<file path="src/rtl/usb_sie_tx.sv">
// Transmit serial interface engine: SYNC, PID, token/data fields, CRC5/CRC16, bit stuffing,
// NRZI and EOP onto the USB pair. Define USB_TX_LOW_SPEED_EN for low-speed line polarity.
module usb_sie_tx #(
    parameter int CLKS_PER_BIT = 4,
    parameter int MAX_BYTES    = 8
) (
    input  logic                   clk,
    input  logic                   rst,
    input  logic                   start,
    input  logic [3:0]             pid,
    input  logic [6:0]             addr,
    input  logic [3:0]             endp,
    input  logic [10:0]            frame,
    input  logic [8*MAX_BYTES-1:0] data,
    input  logic [3:0]             data_len,
    output logic                   dp_o,
    output logic                   dm_o,
    output logic                   oe,
    output logic                   busy,
    output logic                   done,
    output logic                   error
);

    localparam int CW     = (CLKS_PER_BIT > 2) ? $clog2(CLKS_PER_BIT) : 1;
    localparam int DIDX_W = (MAX_BYTES > 1) ? $clog2(8 * MAX_BYTES) : 3;
    localparam int IDX_W  = (DIDX_W > 4) ? DIDX_W : 4;
    localparam logic [CW-1:0] CNT_MAX = CW'(CLKS_PER_BIT - 1);

`ifdef USB_TX_LOW_SPEED_EN
    localparam logic LINE_POL = 1'b1;
`else
    localparam logic LINE_POL = 1'b0;
`endif

    typedef enum logic [3:0] {
        S_IDLE, S_SYNC, S_PID, S_TOKEN, S_CRC5, S_DATA, S_CRC16, S_EOP_SE0, S_EOP_J
    } state_t;

    state_t                   state_reg, state_next;
    logic [IDX_W-1:0]         idx_reg, idx_next;
    logic [CW-1:0]            clk_cnt_reg, clk_cnt_next;
    logic [2:0]               stuff_cnt_reg, stuff_cnt_next;
    logic                     lvl_reg, lvl_next;   // 1 = J, 0 = K
    logic                     se0_reg, se0_next;
    logic [4:0]               crc5_reg, crc5_next;
    logic [15:0]              crc16_reg, crc16_next;
    logic [3:0]               pid_reg, pid_next;
    logic [10:0]              field_reg, field_next;
    logic [8*MAX_BYTES-1:0]   data_reg, data_next;
    logic [3:0]               len_reg, len_next;
    logic                     done_reg, done_next;
    logic                     error_reg, error_next;

    state_t                   adv_state;
    logic [IDX_W-1:0]         adv_idx;
    logic                     raw_bit;
    logic                     emit_raw;
    logic                     is_bit_state;
    logic [7:0]               pid_byte;

    assign is_bit_state = state_reg inside {S_SYNC, S_PID, S_TOKEN, S_CRC5, S_DATA, S_CRC16};
    assign pid_byte     = {~pid_reg, pid_reg};

    always_ff @(posedge clk) begin
        if (rst) begin
            state_reg     <= S_IDLE;
            idx_reg       <= '0;
            clk_cnt_reg   <= '0;
            stuff_cnt_reg <= '0;
            lvl_reg       <= 1'b1;
            se0_reg       <= 1'b0;
            crc5_reg      <= 5'h1F;
            crc16_reg     <= 16'hFFFF;
            pid_reg       <= '0;
            field_reg     <= '0;
            data_reg      <= '0;
            len_reg       <= '0;
            done_reg      <= 1'b0;
            error_reg     <= 1'b0;
        end else begin
            state_reg     <= state_next;
            idx_reg       <= idx_next;
            clk_cnt_reg   <= clk_cnt_next;
            stuff_cnt_reg <= stuff_cnt_next;
            lvl_reg       <= lvl_next;
            se0_reg       <= se0_next;
            crc5_reg      <= crc5_next;
            crc16_reg     <= crc16_next;
            pid_reg       <= pid_next;
            field_reg     <= field_next;
            data_reg      <= data_next;
            len_reg       <= len_next;
            done_reg      <= done_next;
            error_reg     <= error_next;
        end
    end

    always_comb begin
        state_next     = state_reg;
        idx_next       = idx_reg;
        clk_cnt_next   = clk_cnt_reg;
        stuff_cnt_next = stuff_cnt_reg;
        lvl_next       = lvl_reg;
        se0_next       = se0_reg;
        crc5_next      = crc5_reg;
        crc16_next     = crc16_reg;
        pid_next       = pid_reg;
        field_next     = field_reg;
        data_next      = data_reg;
        len_next       = len_reg;
        done_next      = 1'b0;
        error_next     = 1'b0;
        adv_state      = state_reg;
        adv_idx        = idx_reg;
        raw_bit        = 1'b0;
        emit_raw       = 1'b0;

        if (state_reg == S_IDLE) begin
            clk_cnt_next   = '0;
            stuff_cnt_next = '0;
            lvl_next       = 1'b1;
            se0_next       = 1'b0;
            if (start) begin
                if (pid[1:0] == 2'b00 || int'(data_len) > MAX_BYTES) begin
                    error_next = 1'b1;
                end else begin
                    pid_next   = pid;
                    field_next = (pid == 4'b0101) ? frame : {endp, addr};
                    data_next  = data;
                    len_next   = data_len;
                    crc5_next  = 5'h1F;
                    crc16_next = 16'hFFFF;
                    state_next = S_SYNC;
                    idx_next   = '0;
                    // First SYNC bit is a 0, so the line leaves J for K immediately
                    lvl_next   = 1'b0;
                end
            end
        end else if (clk_cnt_reg != CNT_MAX) begin
            clk_cnt_next = clk_cnt_reg + 1'b1;
        end else begin
            clk_cnt_next = '0;
            if (is_bit_state && stuff_cnt_reg == 3'd6) begin
                // Stuffed 0: position is held so the pending raw bit goes out next
                lvl_next       = ~lvl_reg;
                stuff_cnt_next = '0;
            end else begin
                adv_idx = idx_reg + 1'b1;
                case (state_reg)
                    S_SYNC: if (idx_reg == IDX_W'(7)) begin
                        adv_state = S_PID;
                        adv_idx   = '0;
                    end
                    S_PID: if (idx_reg == IDX_W'(7)) begin
                        adv_idx = '0;
                        case (pid_reg[1:0])
                            2'b01:   adv_state = S_TOKEN;
                            2'b11:   adv_state = (len_reg == 4'd0) ? S_CRC16 : S_DATA;
                            default: adv_state = S_EOP_SE0;
                        endcase
                    end
                    S_TOKEN: if (idx_reg == IDX_W'(10)) begin
                        adv_state = S_CRC5;
                        adv_idx   = '0;
                    end
                    S_CRC5: if (idx_reg == IDX_W'(4)) begin
                        adv_state = S_EOP_SE0;
                        adv_idx   = '0;
                    end
                    S_DATA: if (int'(idx_reg) == 8 * int'(len_reg) - 1) begin
                        adv_state = S_CRC16;
                        adv_idx   = '0;
                    end
                    S_CRC16: if (idx_reg == IDX_W'(15)) begin
                        adv_state = S_EOP_SE0;
                        adv_idx   = '0;
                    end
                    S_EOP_SE0: if (idx_reg == IDX_W'(1)) begin
                        adv_state = S_EOP_J;
                        adv_idx   = '0;
                    end
                    default: begin
                        adv_state = S_IDLE;
                        adv_idx   = '0;
                    end
                endcase
                state_next = adv_state;
                idx_next   = adv_idx;

                case (adv_state)
                    S_SYNC: begin
                        raw_bit  = (adv_idx == IDX_W'(7));
                        emit_raw = 1'b1;
                    end
                    S_PID: begin
                        raw_bit  = pid_byte[adv_idx[2:0]];
                        emit_raw = 1'b1;
                    end
                    S_TOKEN: begin
                        raw_bit   = field_reg[adv_idx[3:0]];
                        emit_raw  = 1'b1;
                        crc5_next = {crc5_reg[3:0], 1'b0} ^ ((crc5_reg[4] ^ raw_bit) ? 5'h05 : 5'h00);
                    end
                    S_CRC5: begin
                        raw_bit  = ~crc5_reg[3'd4 - adv_idx[2:0]];
                        emit_raw = 1'b1;
                    end
                    S_DATA: begin
                        raw_bit    = data_reg[adv_idx[DIDX_W-1:0]];
                        emit_raw   = 1'b1;
                        crc16_next = {crc16_reg[14:0], 1'b0} ^ ((crc16_reg[15] ^ raw_bit) ? 16'h8005 : 16'h0000);
                    end
                    S_CRC16: begin
                        raw_bit  = ~crc16_reg[4'd15 - adv_idx[3:0]];
                        emit_raw = 1'b1;
                    end
                    S_EOP_SE0: se0_next = 1'b1;
                    S_EOP_J: begin
                        se0_next = 1'b0;
                        lvl_next = 1'b1;
                    end
                    default: begin
                        se0_next       = 1'b0;
                        lvl_next       = 1'b1;
                        stuff_cnt_next = '0;
                        done_next      = 1'b1;
                    end
                endcase

                if (emit_raw) begin
                    lvl_next       = raw_bit ? lvl_reg : ~lvl_reg;
                    stuff_cnt_next = raw_bit ? stuff_cnt_reg + 3'd1 : 3'd0;
                end
            end
        end
    end

    assign busy  = (state_reg != S_IDLE);
    assign oe    = busy;
    assign done  = done_reg;
    assign error = error_reg;
    assign dp_o  = ~se0_reg & (lvl_reg ^ LINE_POL);
    assign dm_o  = ~se0_reg & ~(lvl_reg ^ LINE_POL);

endmodule

</file>
<file path="config.mk">
export PLATFORM = sky130hd
export DESIGN_NAME = usb_sie_tx
export DESIGN_NICKNAME = d
export VERILOG_FILES = /design/src/rtl/usb_sie_tx.sv
export SDC_FILE = /design/constraint.sdc
export NUM_CORES = 1
export LEC_CHECK = 0
export CORE_ASPECT_RATIO = 0.9
export CORE_MARGIN = 3
export CORE_UTILIZATION = 58
export CTS_CLUSTER_DIAMETER = 60
export CTS_CLUSTER_SIZE = 30
export DETAILED_ROUTE_END_ITERATION = 10
export PLACE_DENSITY = 0.86
export SLEW_MARGIN = 20
export SYNTH_ARGS = -nofsm -noshare
export SYNTH_HDL_FRONTEND = slang
export SYNTH_SLANG_ARGS = --single-unit
</file>
<file path="constraint.sdc">
create_clock -name clk -period 10.6 [get_ports clk]
set_input_delay 3.18 -clock clk [delete_from_list [all_inputs] [get_ports clk]]
set_output_delay 3.18 -clock clk [all_outputs]
set_load 0.03 [all_outputs]
</file>
Word level (Yosys, flattened, before mapping)
Index checks and enable logic that the tools add are counted.

word-level totals
  bits of input ports = 97
  latch bits = 0
  memories = 0
  register bits after elaboration = 123
  bits in read-only memories = 0
  output and inout bits = 6
  logic and storage cells = 181
  memory bits (writable) = 0

operators by class
  $mul = 0
  reduce and logical (&&, ||, !) cells = 24
  $lt $le $gt $ge = 6
  shifts and indexed selects = 0
  multiplexer cells = 80
  div/mod/pow operators = 0
  eq/ne operators = 34
  add/subtract/negate cells = 6
  bitwise operators = 17

operators by type and width
  cell                  count
  $mux W16              7
  $mux W6               14
  $mux W4               15
  $eq A4 B3 Y1 const B  9
  $pmux W6 S6           1
  $mux W5               6
  $pmux W4 S7           1
  $mux W1               21
  $eq A6 B3 Y1 const B  3
  $eq A4 B2 Y1 const B  4
  $xor A16 B16 Y16      1
  $mux W3               5
  $eq A6 B4 Y1 const B  2
  $mux W11              1
  $lt A4 B5 Y1 const B  2
  $ne A2 B2 Y1 const B  5
  $not A1 Y1            10
  $reduce_and A5 Y1     2
  $reduce_and A3 Y1     3
  $bmux W1 S4           2
  $eq A4 B1 Y1 const B  2
  $eq A7 B8 Y1          1
  $logic_not A4 Y1      2
  $lt A3 B4 Y1 const B  2
  40 further kinds      46

Depth between registers and ports, before layout
Gate-level depths: netlist (run 1).

  depth after elaboration = 20
  depth in mapped cells = 16
  mapped depth without buffers = 16

Least setup slack after synthesis (run 1)
No wires, ideal clock.

  path type = reg2out
  from = reg state_reg[3]
  to = out oe
  path buffers = 3
  slack = 5.289 ns
  arrival time = 2.131 ns
  required time = 7.420 ns
  cell stages (with the launch flop) = 6
  path through = dfxtp_1 -> buf_2 -> clkbuf_1 -> nor4_2 -> clkinv_1 -> buf_4

on the way
  longest elaborated chain between the ends = 1

RTL lines
  element                   line  RTL
  start: declaration        39    state_t state_reg, state_next;
  start signal: assignment  81    state_reg <= state_next;
  $reduce_bool A4 Y1        238   assign busy = (state_reg != S_IDLE);
  end: declaration          18    output logic oe,

No other way between the ends.

Worst setup path in the final report (run 1)
Same ends and word-level chain as after synthesis.

==> results.yml, run 1 <==
outcome:
  status: "completed"
grt:
  grt_pass1_wl_mm: 29.0
  antenna_found_initial: 0
  grt-ovfl-total: 0
  grt_max_degree: 98
  grt_pass1_vias: 5944
  grt_use_total_pct: 29.3
worst_setup_path:
  crit_chain: "nor4_2 > clkinv_1 > clkdlybuf4s50_1"
  max_stage_delay_ns: 0.95
  reg2regPathDepth: 11
  crit_arrival_ns: 3.15
  crit_slowest_cell: "nor4_2"
  worst-path-buf-inv: 2
  reg2reg_slack_ns: 6.16
  cp-start-kind: "register"
  cp_top_family: "buffers and inverters"
  critPathCaptureType: "primary output"
  crit_fanout: 20
  cp.required_ns: 7.42
  crit_type: "register to primary output"
  cp.depth: 3
placement:
  io_buffers: 102
  dp_hpwl_mm: 12.0
  gp_congestion: 0.892
timing:
  finalSetupTns_ns: 0
  max_slew_margin_pct: 34.7
  layout_min_cycle_time_ns: 6.33
  worst_pin_slew_ns: 0.971
  timing.final.crit_share_pct: 59.7
  final_hold_viol_count: 0
  max_freq_mhz: 158
  setup_viol: 0
  slew_violations: 0
  grt_setup_unrepaired: "no"
  fin_worst_skew_ns: 0.00806
routing:
  vias: 6320
  drc: 0
  drt-initial-drc-count: 669
  wire_per_inst_um: 17.3
  dr.pass1.iters: 6
  drtAntennaViolNets: 0
  via_per_inst: 6.17
  drt_wl_total_mm: 17.7
power_and_ir_drop:
  power_frac_comb_pct: 11.8
  p_leak_nw: 2.72
  power_frac_seq_pct: 41.8
  p_switching_mw: 0.302
  max-vdd-ir-drop_mv: 0.105
  clockPowerShare_pct: 46.4
  powerDensity_mw_per_mm2: 148
  switching_share_pct: 25.7
  p_int_mw: 0.874
clocking:
  ctsHoldBuffers: 0
  cts_tree: "yes"
  clock_latency_ns: 0.42
  cts_resized: 0
  cts.htree.levels: 4
  cts_sinks: 123
  clkTransAtPathRegs_ns: 0.06
  cts_setup_buffers: 0
  clockRootBuffer: "clkbuf_16"
  clk_path_buf_depth: 2
  cts_buffers: 17
die:
  io_pins: 103
  die_x_um: 117
  dieArea_mm2: 0.0123
  initial_core_util_pct: 61.0
  die_y_um: 106
  num_rows: 35
  core_area_mm2: 0.0105
synthesis:
  avgSynthCellArea_um2: 7.88
  synth_area_mm2: 0.00638
  postSynthCellCount: 810
  synth_edf_count: 0
  async_reset_ff_share_pct: 0
  synth.distinct_cells: 79
  synth-seq-area-share_pct: 38.6
  ys_seq_elements: 123
  ys.flop_type: "dfxtp_1"
  yosysWarnings: 0
  syn_nets: 918
finish:
  layout_commonest_cell: "nand2_1"
  diodes: 0
  utilization_pct: 75.9
  num-nets-final: 990
  layout-area-overhead-vs-synth_pct: 24.5
  fill_cells: 717
  largest_reg_flops: 64
  final_cell_mix: "nand2_1, dfxtp_1, clkdlybuf4s50_1"
  layout-drive-gt1-share_pct: 8.27
flow_run:
  drv_cap: 0
min_path:
  hold_class: "register to register"
  min_path_cells: 1
cell usage after synthesis (12+ instances only):
cell type  count  share of area, %
dfxtp_1      123                39
mux2i_1       21               3.3
nand2_1      213                13
a21oi_1       92               7.2
inv_1         12              0.71
o22ai_1       21               2.1
nor3_1        18               1.4
a211oi_1      14               1.6
nor2_1        53               3.1
o21ai_0       16               1.3
clkbuf_1      38               2.2
metal layers:
layer | part of all wire (%) | up-vias | routed length [µm] | global-route usage, %
li1 | - | 2991 | - | -
met1 | 42 | 2980 | 7430 | 39.1
met2 | 49 | 311 | 8590 | 47.0
met3 | 7.7 | 38 | 1350 | 7.29
met4 | 1.8 | 0 | 311 | 8.19
met5 | 0 | - | 0 | 0
logic make-up (layout without fill, tap and decap cells):
kind of cell	after synthesis	count (layout)	share of synthesized area [%]
multiplexers	29	29	5.94
AND/OR/NAND/NOR	358	358	25.4
buffers and inverters	70	155	4.71
flip-flops	123	123	38.6
adder cells (fa/ha/maj)	11	11	2.16
AO/OA/AOI/OAI	202	202	20.9
XOR/XNOR	17	17	2.33
area by class of cell:
| type | count | area (µm²) | area share, % |
|---|---|---|---|
| multi-input combinational | 617 | 3640 | 45.8 |
| sequential | 123 | 2460 | 31.0 |
| timing repair buffer | 108 | 1060 | 13.4 |
| clock buffer | 19 | 443 | 5.57 |
| tap | 129 | 161 | 2.03 |
| clock inverter | 13 | 120 | 1.51 |
| inverter | 15 | 56.3 | 0.708 |
power by group through the flow:
stage	combinational (mW)	clock (mW)	sequential, mW
after global routing	0.151	0.570	0.493
after detailed placement	0.137	0	0.501
final	0.139	0.546	0.491
after CTS	0.138	0.547	0.491
after global placement	0.133	0	0.500
after floorplan	0.0797	0	0.498
through the flow:
step                cell area (µm²)  total power, mW  cells  setup slack, ns  hold WS (ns)
global route                   7950             1.21   1024             4.03         0.462
floorplan                      6380            0.577    810             5.29         0.408
global placement               7380            0.633    992             3.64         0.416
CTS                            7950             1.18   1024             4.31         0.434
finish                         7950             1.18   1024             4.27         0.428
detailed placement             7380            0.638    992             3.90         0.427
worst paths after layout:
| kind | startpoint | to |
|---|---|---|
| min | clk_cnt_reg[0]$_SDFF_PP0_ | clk_cnt_reg[0]$_SDFF_PP0_ |
| max reg2reg | state_reg[2]$_SDFFE_PP0P_ | lvl_reg$_SDFFE_PP1P_ |
| max | state_reg[3]$_SDFFE_PP0P_ | oe |
| min reg2reg | clk_cnt_reg[0]$_SDFF_PP0_ | clk_cnt_reg[0]$_SDFF_PP0_ |
worst register-to-register path: stages (launching register included):
cell and delay (ns):
dfxtp_1 0.64, nor3_2 0.20, or3_1 0.75, nor2_1 0.75
a221o_1 0.26, a2111oi_0 0.06, or4_1 0.47, o2bb2ai_1 0.22
o22ai_2 0.17, o211a_1 0.32, a221oi_2 0.30, mux2i_1 0.23
Power figures use the tool's default switching activity.
==> inputs of run 2 (changes only) <==
Settings changed: CORE_UTILIZATION 58 to 54, PLACE_DENSITY 0.86 to 0.8.
Clock period 10.6 ns to 6 ns, I/O delays scaled along.
==> results.yml, run 2 (synthesis results as in run 1) <==
die:
  die_y_um: 109
  initial_core_util_pct: 55.6
  dieArea_mm2: 0.0132
  io_pins: 103
  die_x_um: 121
  core_area_mm2: 0.0115
  num_rows: 37
clocking:
  ctsHoldBuffers: 0
  cts_buffers: 17
  cts.htree.levels: 4
  clock_latency_ns: 0.41
  cts_resized: 0
  cts_tree: "yes"
  clkTransAtPathRegs_ns: 0.06
  clockRootBuffer: "clkbuf_16"
  clk_path_buf_depth: 2
  cts_sinks: 123
  cts_setup_buffers: 0
min_path:
  hold_class: "register to register"
  min_path_cells: 1
  hp-start: "clk_cnt_reg[0]$_SDFF_PP0_"
  hold_end: "clk_cnt_reg[0]$_SDFF_PP0_"
flow_run:
  drv_cap: 0
routing:
  via_per_inst: 5.87
  vias: 6179
  drtAntennaViolNets: 0
  drt_wl_total_mm: 17.1
  drc: 0
  dr.pass1.iters: 5
  wire_per_inst_um: 16.2
  drt-initial-drc-count: 509
grt:
  antenna_found_initial: 0
  grt_pass1_wl_mm: 27.5
  grt-ovfl-total: 0
  grt_pass1_vias: 5706
  grt_max_degree: 92
  grt_use_total_pct: 25.9
timing:
  timing.final.crit_share_pct: 73.0
  slew_violations: 0
  max_freq_mhz: 228
  max_slew_margin_pct: 35.9
  layout_min_cycle_time_ns: 4.38
  final_hold_viol_count: 0
  finalSetupTns_ns: 0
  grt_setup_unrepaired: "no"
  fin_worst_skew_ns: 0.00710
  setup_viol: 0
  worst_pin_slew_ns: 0.955
power_and_ir_drop:
  p_leak_nw: 2.76
  finalPower_mw: 2.16
  power_frac_seq_pct: 40.2
  clockPowerShare_pct: 48.4
  max-vdd-ir-drop_mv: 0.194
  p_switching_mw: 0.529
  p_int_mw: 1.63
  power_frac_comb_pct: 11.4
  switching_share_pct: 24.5
  powerDensity_mw_per_mm2: 269
worst_setup_path:
  reg2regPathDepth: 11
  crit_type: "primary input to register"
  timing.rr.start: "state_reg[2]$_SDFFE_PP0P_"
  cp-start-kind: "primary input"
  r2r-end: "stuff_cnt_reg[0]$_SDFFE_PP0P_"
  cp.required_ns: 6.26
  critPathCaptureType: "register"
  crit_arrival_ns: 4.64
  reg2reg_slack_ns: 1.62
  crit_fanout: 35
placement:
  io_buffers: 102
  dp_hpwl_mm: 11.8
  post_dp_cell_area_mm2: 0.00743
  dp.cells: 1021
  gp_congestion: 0.926
finish:
  num-nets-final: 992
  stdcell_count: 1053
  layout_commonest_cell: "nand2_1"
  layout-drive-gt1-share_pct: 8.47
  diodes: 0
  largest_reg_flops: 64
  design_area_mm2: 0.00804
  layout-area-overhead-vs-synth_pct: 25.9
  final_cell_mix: "nand2_1, dfxtp_1, clkdlybuf4s50_1"
outcome:
  status: "completed"
[run 2: cell count changes in the layout (fill, tap and decap cells not counted), sizes merged]
| cell | change |
|---|---|
| buf | +2 |
| bufinv | +2 |
| clkbuf | -1 |
| clkinv | -3 |
| inv | +2 |
[run 2: power by group through the flow]
| stage | Combinational, mW | Clock, mW | Sequential, mW |
|---|---|---|---|
| 5_1_grt | 0.267 | 1.09 | 0.871 |
| 3_5_place_dp | 0.243 | 0 | 0.885 |
| 2_1_floorplan | 0.141 | 0 | 0.879 |
| 4_1_cts | 0.245 | 1.05 | 0.868 |
| 6_report | 0.245 | 1.04 | 0.868 |
| 3_3_place_gp | 0.238 | 0 | 0.883 |
[run 2: worst max-delay path: stages]
cell             delay (ns)
clkdlybuf4s50_1        0.42
or3_1                  0.37
a21oi_1                0.34
and3_2                 0.68
nor2_1                 0.14
nor2_1                 0.37
nand2_1                0.23
o22ai_1                0.20
nand2_1                0.08
[run 2: metal layers]
metal,global-route usage (%),part of all wire [%]
met5,0,0
met4,8.17,1.8
met3,5.13,7.0
met2,43.7,48
met1,33.8,43
[run 2: worst max-delay path by stage]
stage / start / endpoint / slack [ns] / cells past startpoint
final: data_len[0] / crc5_reg[3]$_SDFFE_PP1P_ / 1.62 / 9
after global routing: state_reg[1]$_SDFFE_PP0P_ / stuff_cnt_reg[1]$_SDFFE_PP0P_ / 1.33 / 11
after CTS: state_reg[1]$_SDFFE_PP0P_ / stuff_cnt_reg[0]$_SDFFE_PP0P_ / 1.64 / 11
after detailed placement: data_len[0] / crc5_reg[3]$_SDFFE_PP1P_ / 1.32 / 9
after global placement: data_len[0] / crc16_reg[15]$_SDFFE_PP1P_ / 1.44 / 10
after floorplan: state_reg[3]$_SDFFE_PP0P_ / oe / 2.07 / 5
[run 2: stage by stage]
step | worst slack (ns) | hold slack [ns] | util (%)
2_1_floorplan | 2.07 | 0.408 | -
3_3_place_gp | 1.44 | 0.416 | 64.7
3_5_place_dp | 1.32 | 0.427 | 64.7
4_1_cts | 1.64 | 0.434 | 70.0
5_1_grt | 1.33 | 0.453 | 70.0
6_report | 1.62 | 0.429 | 70.0
[run 2: final cells by class]
class	instances	area, µm²
repair buffers	110	1080
clock inverters	14	168
inverters	15	56.3
fillers	920	3440
flip-flops and latches	123	2460
clock buffers	18	439
multi-input cells	617	3640
well taps	156	195
==> inputs of run 3 (changes only) <==
Settings changed: CORE_UTILIZATION 54 to 49, PLACE_DENSITY 0.8 to 0.77.
Clock period 6 ns to 3.7 ns, I/O delays scaled along.
==> results.yml, run 3 (synthesis results as in run 1) <==
power_and_ir_drop:
  powerDensity_mw_per_mm2: 423
  p_leak_nw: 2.90
  max-vdd-ir-drop_mv: 0.306
finish:
  final_cell_mix: "nand2_1, dfxtp_1, clkdlybuf4s50_1"
  layout_commonest_cell: "nand2_1"
  layout-drive-gt1-share_pct: 11.4
  utilization_pct: 66.6
  layout-area-overhead-vs-synth_pct: 29.5
  largest_reg_flops: 64
  design_area_mm2: 0.00827
  fill_cells: 1063
  diodes: 0
  num-nets-final: 1020
worst_setup_path:
  timing.rr.start: "idx_reg[1]$_SDFFE_PP0P_"
  crit_type: "register to register"
  cp.required_ns: 3.99
  crit_arrival_ns: 3.82
  cp-start-kind: "register"
  reg2reg_slack_ns: 0.17
  crit_fanout: 11
  critPathCaptureType: "register"
  critPathLaunch: "idx_reg[1]$_SDFFE_PP0P_"
clocking:
  ctsHoldBuffers: 0
  clkTransAtPathRegs_ns: 0.06
  cts.htree.levels: 4
  cts_buffers: 17
  cts_tree: "yes"
  cts_sinks: 123
  clockRootBuffer: "clkbuf_16"
  clock_latency_ns: 0.41
  clk_path_buf_depth: 2
routing:
  drc: 0
  drt-initial-drc-count: 518
  drt_wl_total_mm: 17.6
  dr.pass1.iters: 5
  via_per_inst: 5.67
  wire_per_inst_um: 16.2
  vias: 6149
  drtAntennaViolNets: 0
grt:
  antenna_found_initial: 0
  use_met1_pct: 33.2
  grt-ovfl-total: 0
  grtUsageMet3_pct: 6.02
  grt_pass1_vias: 5827
  grt_pass1_wl_mm: 28.7
  gr-usage-met2_pct: 39.0
  busiest_layer: "met2"
  grt_max_degree: 68
  grt_use_total_pct: 24.5
outcome:
  status: "completed"
timing:
  finalSetupTns_ns: 0
  layout_min_cycle_time_ns: 3.53
  max_slew_margin_pct: 34.8
  final_hold_viol_count: 0
  holdWs_ns: 0.439
  max_freq_mhz: 283
  slew_violations: 0
  fin_worst_skew_ns: 0.0100
  worst_pin_slew_ns: 0.971
  timing.final.crit_share_pct: 95.4
  setup_viol: 0
die:
  io_pins: 103
  initial_core_util_pct: 51.4
  die_x_um: 126
  num_rows: 38
  dieArea_mm2: 0.0144
  core_area_mm2: 0.0124
  die_y_um: 114
min_path:
  hold_class: "register to register"
  hp-start: "clk_cnt_reg[0]$_SDFF_PP0_"
placement:
  gp_congestion: 0.894
  post_dp_cell_area_mm2: 0.00765
  io_buffers: 102
  dp_hpwl_mm: 12.6
flow_run:
  drv_cap: 0
run 3: path summary, 6_finish.rpt:
check | cells after the start | to
worst min-delay path | 1 | clk_cnt_reg[0]$_SDFF_PP0_
worst max-delay path | 12 | lvl_reg$_SDFFE_PP1P_
worst max register to register | 12 | lvl_reg$_SDFFE_PP1P_
worst min register to register | 1 | clk_cnt_reg[0]$_SDFF_PP0_
run 3: what timing repair did:
item,CTS,global route
gates resized for setup,0,4
buffers inserted,0,1
hold endpoints to repair,0,0
endpoints found under the setup margin,0,6
run 3: area by class of cell:
class,count,area (µm²),area share (%)
clock inverter,14,170,2.06
clock buffer,17,425,5.15
timing repair buffer,138,1300,15.8
multi-input combinational,617,3650,44.1
tap,160,200,2.42
sequential,123,2460,29.8
inverter,15,56.3,0.681
run 3: through the flow:
stage	std cells	power [mW]	setup WS [ns]
6_report	1084	3.50	0.170
3_3_place_gp	1052	1.84	0.188
2_1_floorplan	810	1.65	0.272
5_1_grt	1084	3.61	-0.0244
4_1_cts	1083	3.52	0.0605
3_5_place_dp	1052	1.84	0.109
run 3: routing by layer:
layer,wire length (µm),part of all wire [%]
met4,339,1.9
met2,8240,47
met1,7750,44
met5,0,0
met3,1220,7.0
run 3: critical path, cell delays in order (launching register included):
cell	delay [ns]
dfxtp_1	0.42
ha_1	0.24
nand2_1	0.15
a2111oi_4	0.46
a21oi_2	0.16
or3_4	0.48
nand2_1	0.27
nor3_1	0.10
o32a_1	0.41
a211oi_1	0.26
o211a_1	0.26
a221oi_2	0.08
mux2i_1	0.13
run 3: report_power, final:
part | total (mW) | leakage [nW] | internal, mW | switching [mW]
clock | 1.67 | 0.294 | 1.06 | 0.615
sequential | 1.41 | 1.00 | 1.38 | 0.0316
combinational | 0.415 | 1.61 | 0.202 | 0.213
total | 3.50 | 2.90 | 2.64 | 0.860
